`src/rtl/spi_slave_fl.sv`:
```
// spi_slave_fl: device end of a single-lane SPI flash link; decodes command, 24-bit address, dummy and data fields.
// Define SPI_SLAVE_FL_READID_EN to build in READ ID (0x9F) answered from FLASH_ID.
module spi_slave_fl #(
   parameter bit          CPOL         = 1'b1,
   parameter bit          CPHA         = 1'b1,
   parameter int unsigned DUMMY_CYCLES = 8,
   parameter logic [23:0] FLASH_ID     = 24'h20BA19
) (
   input  logic        clk_i,
   input  logic        rst_ni,
   input  logic        ss_i,
   input  logic        sclk_i,
   input  logic        mosi_dq0_i,
   output logic        miso_dq1_o,
   output logic        miso_oe_o,
   output logic [7:0]  cmd_o,
   output logic [23:0] addr_o,
   output logic        cmd_valid_o,
   output logic        cmd_unknown_o,
   output logic [7:0]  wr_data_o,
   output logic        wr_valid_o,
   output logic        rd_req_o,
   input  logic [7:0]  rd_data_i,
   output logic        frame_done_o,
   output logic        busy_o
);
   typedef enum logic [2:0] {IDLE, CMD, ADDR, DUMMY, DOUT, DIN, IGNORE} state_e;
   state_e      state_q, state_d;
   logic [2:0]  sclk_q, ss_q;
   logic [1:0]  mosi_q;
   logic        arm_q;
   logic [7:0]  cnt_q, cnt_d, cmd_q, cmd_d, osr_q, osr_d, wd_q, wd_d, out_byte;
   logic [22:0] sr_q, sr_d;
   logic [23:0] addr_q, addr_d;
   logic [2:0]  ocnt_q, ocnt_d;
   logic        miso_q, miso_d, cv_q, cv_d, cu_q, cu_d, wv_q, wv_d, rr_q, rr_d, fd_q, fd_d;
   logic        rise, fall, sample, shift, mosi, ss_rise, ss_fall, is_id;

   assign rise    = sclk_q[1] & ~sclk_q[2];
   assign fall    = ~sclk_q[1] & sclk_q[2];
   assign sample  = (CPOL ^ CPHA) ? fall : rise;
   assign shift   = (CPOL ^ CPHA) ? rise : fall;
   assign mosi    = mosi_q[1];
   assign ss_rise = ss_q[1] & ~ss_q[2];
   // A frame only starts once ss has been seen high after reset, so a frame cut by reset is skipped.
   assign ss_fall = arm_q & ~ss_q[1] & ss_q[2];

`ifdef SPI_SLAVE_FL_READID_EN
   localparam bit ID_EN = 1'b1;
   logic [1:0] id_q, id_d;
   assign is_id    = cmd_q == 8'h9F;
   assign out_byte = !is_id ? rd_data_i : id_q == 2'd0 ? FLASH_ID[23:16] : id_q == 2'd1 ? FLASH_ID[15:8] : FLASH_ID[7:0];
   always_comb id_d = state_q != DOUT ? 2'd0 : !(shift && ocnt_q == 3'd0) ? id_q : id_q == 2'd2 ? 2'd0 : id_q + 2'd1;
   always_ff @(posedge clk_i or negedge rst_ni)
      if (!rst_ni) id_q <= 2'd0;
      else id_q <= id_d;
`else
   localparam bit ID_EN = 1'b0;
   logic unused_flash_id;
   assign unused_flash_id = ^FLASH_ID;
   assign is_id    = 1'b0;
   assign out_byte = rd_data_i;
`endif

   always_comb begin
      state_d = state_q;
      cnt_d   = sample ? cnt_q + 8'd1 : cnt_q;
      sr_d    = sample ? {sr_q[21:0], mosi} : sr_q;
      ocnt_d  = state_q == DOUT ? ocnt_q + {2'b0, shift} : 3'd0;
      osr_d   = osr_q;
      miso_d  = miso_q;
      cmd_d   = cmd_q;
      addr_d  = addr_q;
      wd_d    = wd_q;
      cv_d    = 1'b0;
      cu_d    = 1'b0;
      wv_d    = 1'b0;
      rr_d    = 1'b0;
      fd_d    = 1'b0;
      if (ss_rise) begin
         state_d = IDLE;
         fd_d    = arm_q;
      end else begin
         case (state_q)
            IDLE: if (ss_fall) begin
               state_d = CMD;
               cnt_d   = 8'd0;
            end
            CMD: if (sample && cnt_q == 8'd7) begin
               cmd_d = sr_d[7:0];
               cnt_d = 8'd0;
               cv_d  = 1'b1;
               if (sr_d[7:0] inside {8'h03, 8'h0B, 8'h02}) begin
                  state_d = ADDR;
                  cv_d    = 1'b0;
               end else if (ID_EN && sr_d[7:0] == 8'h9F) state_d = DOUT;
               else begin
                  state_d = IGNORE;
                  cu_d    = !(sr_d[7:0] inside {8'h06, 8'h04, 8'h66, 8'h99});
               end
            end
            ADDR: if (sample && cnt_q == 8'd23) begin
               addr_d  = {sr_q, mosi};
               cv_d    = 1'b1;
               cnt_d   = 8'd0;
               state_d = cmd_q == 8'h02 ? DIN : (cmd_q == 8'h0B && DUMMY_CYCLES != 0) ? DUMMY : DOUT;
               rr_d    = state_d == DOUT;
            end
            DUMMY: if (sample && cnt_q == 8'(DUMMY_CYCLES - 1)) begin
               state_d = DOUT;
               rr_d    = 1'b1;
            end
            // First shift of a byte loads it; the bit-6 shift prefetches the next one.
            DOUT: if (shift) begin
               miso_d = ocnt_q == 3'd0 ? out_byte[7] : osr_q[7];
               osr_d  = ocnt_q == 3'd0 ? {out_byte[6:0], 1'b0} : {osr_q[6:0], 1'b0};
               rr_d   = ocnt_q == 3'd1 && !is_id;
            end
            DIN: if (sample && cnt_q[2:0] == 3'd7) begin
               wd_d = sr_d[7:0];
               wv_d = 1'b1;
            end
            default: ;
         endcase
      end
   end

   always_ff @(posedge clk_i or negedge rst_ni) begin
      if (!rst_ni) begin
         sclk_q  <= {3{CPOL}};
         ss_q    <= 3'b000;
         mosi_q  <= 2'b00;
         arm_q   <= 1'b0;
         state_q <= IDLE;
         cnt_q   <= 8'd0;
         sr_q    <= 23'd0;
         ocnt_q  <= 3'd0;
         osr_q   <= 8'd0;
         miso_q  <= 1'b0;
         cmd_q   <= 8'd0;
         addr_q  <= 24'd0;
         wd_q    <= 8'd0;
         cv_q    <= 1'b0;
         cu_q    <= 1'b0;
         wv_q    <= 1'b0;
         rr_q    <= 1'b0;
         fd_q    <= 1'b0;
      end else begin
         sclk_q  <= {sclk_q[1:0], sclk_i};
         ss_q    <= {ss_q[1:0], ss_i};
         mosi_q  <= {mosi_q[0], mosi_dq0_i};
         arm_q   <= arm_q | ss_q[1];
         state_q <= state_d;
         cnt_q   <= cnt_d;
         sr_q    <= sr_d;
         ocnt_q  <= ocnt_d;
         osr_q   <= osr_d;
         miso_q  <= miso_d;
         cmd_q   <= cmd_d;
         addr_q  <= addr_d;
         wd_q    <= wd_d;
         cv_q    <= cv_d;
         cu_q    <= cu_d;
         wv_q    <= wv_d;
         rr_q    <= rr_d;
         fd_q    <= fd_d;
      end
   end

   assign miso_dq1_o    = miso_q;
   assign miso_oe_o     = state_q == DOUT && !ss_q[1];
   assign cmd_o         = cmd_q;
   assign addr_o        = addr_q;
   assign cmd_valid_o   = cv_q;
   assign cmd_unknown_o = cu_q;
   assign wr_data_o     = wd_q;
   assign wr_valid_o    = wv_q;
   assign rd_req_o      = rr_q;
   assign frame_done_o  = fd_q;
   assign busy_o        = state_q != IDLE;
endmodule

```
`config.mk`:
```
export PLATFORM = sky130hd
export DESIGN_NAME = spi_slave_fl
export DESIGN_NICKNAME = d
export VERILOG_FILES = /design/src/rtl/spi_slave_fl.sv
export SDC_FILE = /design/constraint.sdc
export NUM_CORES = 1
export LEC_CHECK = 0
export CORE_UTILIZATION = 45
export DETAILED_ROUTE_END_ITERATION = 7
export DONT_BUFFER_PORTS = 1
export SLEW_MARGIN = 25
export SYNTH_ARGS = -nofsm -noshare
export SYNTH_HDL_FRONTEND = slang
export SYNTH_SLANG_ARGS = --single-unit
```
`constraint.sdc`:
```
create_clock -name clk_i -period 1.8 [get_ports clk_i]
set_input_delay 0.18 -clock clk_i [delete_from_list [all_inputs] [get_ports clk_i]]
set_output_delay 0.18 -clock clk_i [all_outputs]
set_load 0.03 [all_outputs]
```
==> results.toml <==
[synthesis]
synth_cells = 369
ys_types = 58
synth_top_area_cell = "dfrtp_1"
synth_edf_count = 0
ys_warn_count = 0
yosys.area_share.adder = 0.0118
synthArstFlopShare = 1.00
synth-compound-area-share = 0.0647
synth_top_family_by_area = "simple AND/OR/NAND/NOR gates"
ys_seq_area_frac = 0.583
synth-xor-area-share = 0.0144
ys_top_cells_by_area = "dfrtp_1 (56%), mux2_4 (7.1%), nand2_1 (5.6%)"
ys_ff_latch = 99
avgSynthCellArea_um2 = 11.5
ys.flop_type = "dfrtp_1"
netlist.area_leader.share = 0.565
synth_fp_nets = 386
synth_simple_gate_area_frac = 0.182
synthMuxAreaShare = 0.114
syn-cell-area_mm2 = 0.00425

[sta]
skew_ns = 0.0113
rsz0062_at_grt = "yes"
hold_viol_final = 99
period_minus_slack_ns = 1.73
whs_ns = -0.492
slew-limit-headroom = 0.730
worst_slew_pin_slew_ns = 0.394
setup_viol = 0
fmax_ghz = 0.577
post-route-period-util = 0.964
finalMaxSlewViolations = 0
setup-tns-final_ns = 0

[worst_setup_path]
cpPeakStageDelay_ns = 0.58
endpoint_kind = "flop"
r2r_cells = 5
r2r-end = "addr_o[6]"
cp_slowest_cell = "dfstp_2"
cp.required_ns = 2.04
cp_cell_sequence = "nor2b_4 -> and4_4 -> nand3_4 -> buf_12 -> mux2_4"
r2r_start = "sclk_q[1]"
worstSetupPathType = "flop to flop"
critical_path_peak_fanout = 24
cp_num_cells = 5
worstPathArrival_ns = 1.97
crit_buf_inv = 1
cp_top_family = "flip-flops"
r2r_slack_ns = 0.07
setup.worst_path.start_class = "flop"

[detailed_routing]
via_per_inst = 5.13
antenna_left = 0
first_pass_iters = 4
vias = 2663
drt_iter0_drc = 84
drt_wl_total_mm = 8.22
route.detailed.drc = 0
wl_per_cell_um = 15.8

[placement]
dp_hpwl_mm = 5.48
io_buffers = 0
placed_cell_area_mm2 = 0.00458
place_congestion = 0.818

[global_routing]
grt_pass1_wl_mm = 13.3
grt_pass1_vias = 2650
grt.total_usage = 0.174
antenna_found_initial = 0
overflow = 0
grt_start_max_net_pins = 100

[clocking]
cts_hold_buf = 4
clk_path_buf_depth = 2
worst_skew_pair.late_latency_ns = 0.35
numCtsBuffers = 9
cts-htree-levels = 3
cts-root-buf = "clkbuf_8"
clock_sinks = 99
cts_tree = "built"
clk_pin_slew_ns = 0.10

[final_layout]
final_common_cell = "dfrtp_1"
finish.instance_area_mm2 = 0.00489
multi_input_area_mm2 = 0.00169
syn_to_final_growth_pct = 14.9
final_cell_mix = "dfrtp_1 (95), nand2_1 (64), buf_4 (35)"
final_nets = 420
drive_gt1_frac = 0.233
fill_cells = 820
register_area_mm2 = 0.00248
num_antenna_cells = 0

[outcome]
status = "finished, violations left"
violations = "hold timing"

[pwr]
peakVddDrop_mv = 0.636
power_density_mw_per_mm2 = 992
leakagePower_nw = 2.47
totalPowerFinal_mw = 4.85

[floorplan]
row_count = 35
ios = 61
start_util = 0.462
die-width_um = 99.2
dieArea_mm2 = 0.00984
fp.dieH_um = 99.2
design.core.area_mm2 = 0.00920

[hold_path]
min_path_type = "primary input to asynchronous set/reset pin"

[flow_run]
cap_viol_max_count = 0
## logic make-up after synthesis
logic type                 after synthesis
and+or+nand+nor                        149
DFF                                     99
AOI/OAI and AO/OA                       46
muxes                                   38
buffers and inverters                   26
xor gates and xnor gates                 7
adders and majority gates                4
## cells in the mapped netlist, drive strengths merged, types with 2 or more instances
cell type	number
ha	4
nor4	2
xnor2	3
nand2b	5
nand3	9
xor2	4
clkbuf	6
nor3	4
dfrtp	96
nand4b	3
nor2	28
or2	2
nand2	64
and3b	2
and3	3
nor2b	7
nor4b	4
mux2	24
o21ai	12
a211oi	3
nor3b	2
a21oi	20
a21o	2
mux2i	14
and4	2
dfstp	3
inv	9
nand3b	2
buf	11
nand4	4
## where the power goes
| part | switching (mW) | total, mW | leakage, nW | internal, mW |
|---|---|---|---|---|
| logic | 0.372 | 0.699 | 1.07 | 0.327 |
| registers | 0.171 | 2.56 | 1.29 | 2.39 |
| clock network | 0.786 | 1.59 | 0.109 | 0.801 |
| total | 1.33 | 4.85 | 2.47 | 3.52 |
## timing repair
| item | CTS | global route |
|---|---|---|
| hold endpoints to repair | 103 | 99 |
| pin swaps | 0 | 2 |
| resized for setup | 5 | 6 |
| buffers inserted | 0 | 0 |
| endpoints found under the setup margin | 35 | 47 |
## per-stage QoR
| step | std cells | setup WS [ns] | utilization | hold WS (ns) |
|---|---|---|---|---|
| floorplan | 369 | 0.0519 | - | -0.116 |
| global placement | 499 | -0.0811 | 0.498 | -0.112 |
| detailed placement | 499 | -0.0920 | 0.498 | -0.112 |
| CTS | 519 | 0.0132 | 0.529 | -0.519 |
| global route | 519 | -0.0252 | 0.532 | -0.528 |
| finish | 519 | 0.0656 | 0.532 | -0.492 |
## flip-flops by register name, summed over array words and instances, names as in the netlist, 2 cells and up
| signal | flops |
|---|---|
| ss_q | 3 |
| mosi_q | 2 |
| state_q | 3 |
| addr_o | 24 |
| cnt_q | 8 |
| ocnt_q | 3 |
| sr_q | 23 |
| cmd_o | 8 |
| osr_q | 7 |
| wr_data_o | 8 |
| sclk_q | 3 |
## layer usage
metal	vias to the layer above	GRT usage	part of all wire
met5	-	0	0
met4	0	0.0498	0.012
met3	5	0.0499	0.043
met2	45	0.275	0.47
met1	1286	0.236	0.48
li1	1327	-	-
## worst register-to-register path, stage by stage, from the launching register on
cell	delay [ns]
dfstp_2	0.58
nor2b_4	0.18
and4_4	0.27
nand3_4	0.08
buf_12	0.18
mux2_4	0.33
## area by class of cell
type | count | share of cell area
well taps | 111 | 0.0284
clock inverters | 6 | 0.0197
flip-flops and latches | 99 | 0.508
multi-input cells | 244 | 0.345
repair buffers | 40 | 0.0660
clock buffers | 10 | 0.0261
inverters | 9 | 0.00691
## worst max path at each step
stage,startpoint,endpoint,slack (ns)
2_1_floorplan,sclk_q[1],addr_o[10],0.05
3_3_place_gp,sclk_q[2],cmd_valid_o,-0.08
3_5_place_dp,sclk_q[1],cmd_valid_o,-0.09
4_1_cts,sclk_q[1],state_q[0],0.01
5_1_grt,sclk_q[1],cmd_unknown_o,-0.03
6_report,sclk_q[1],addr_o[6],0.07
Power figures use the tool's default switching activity.
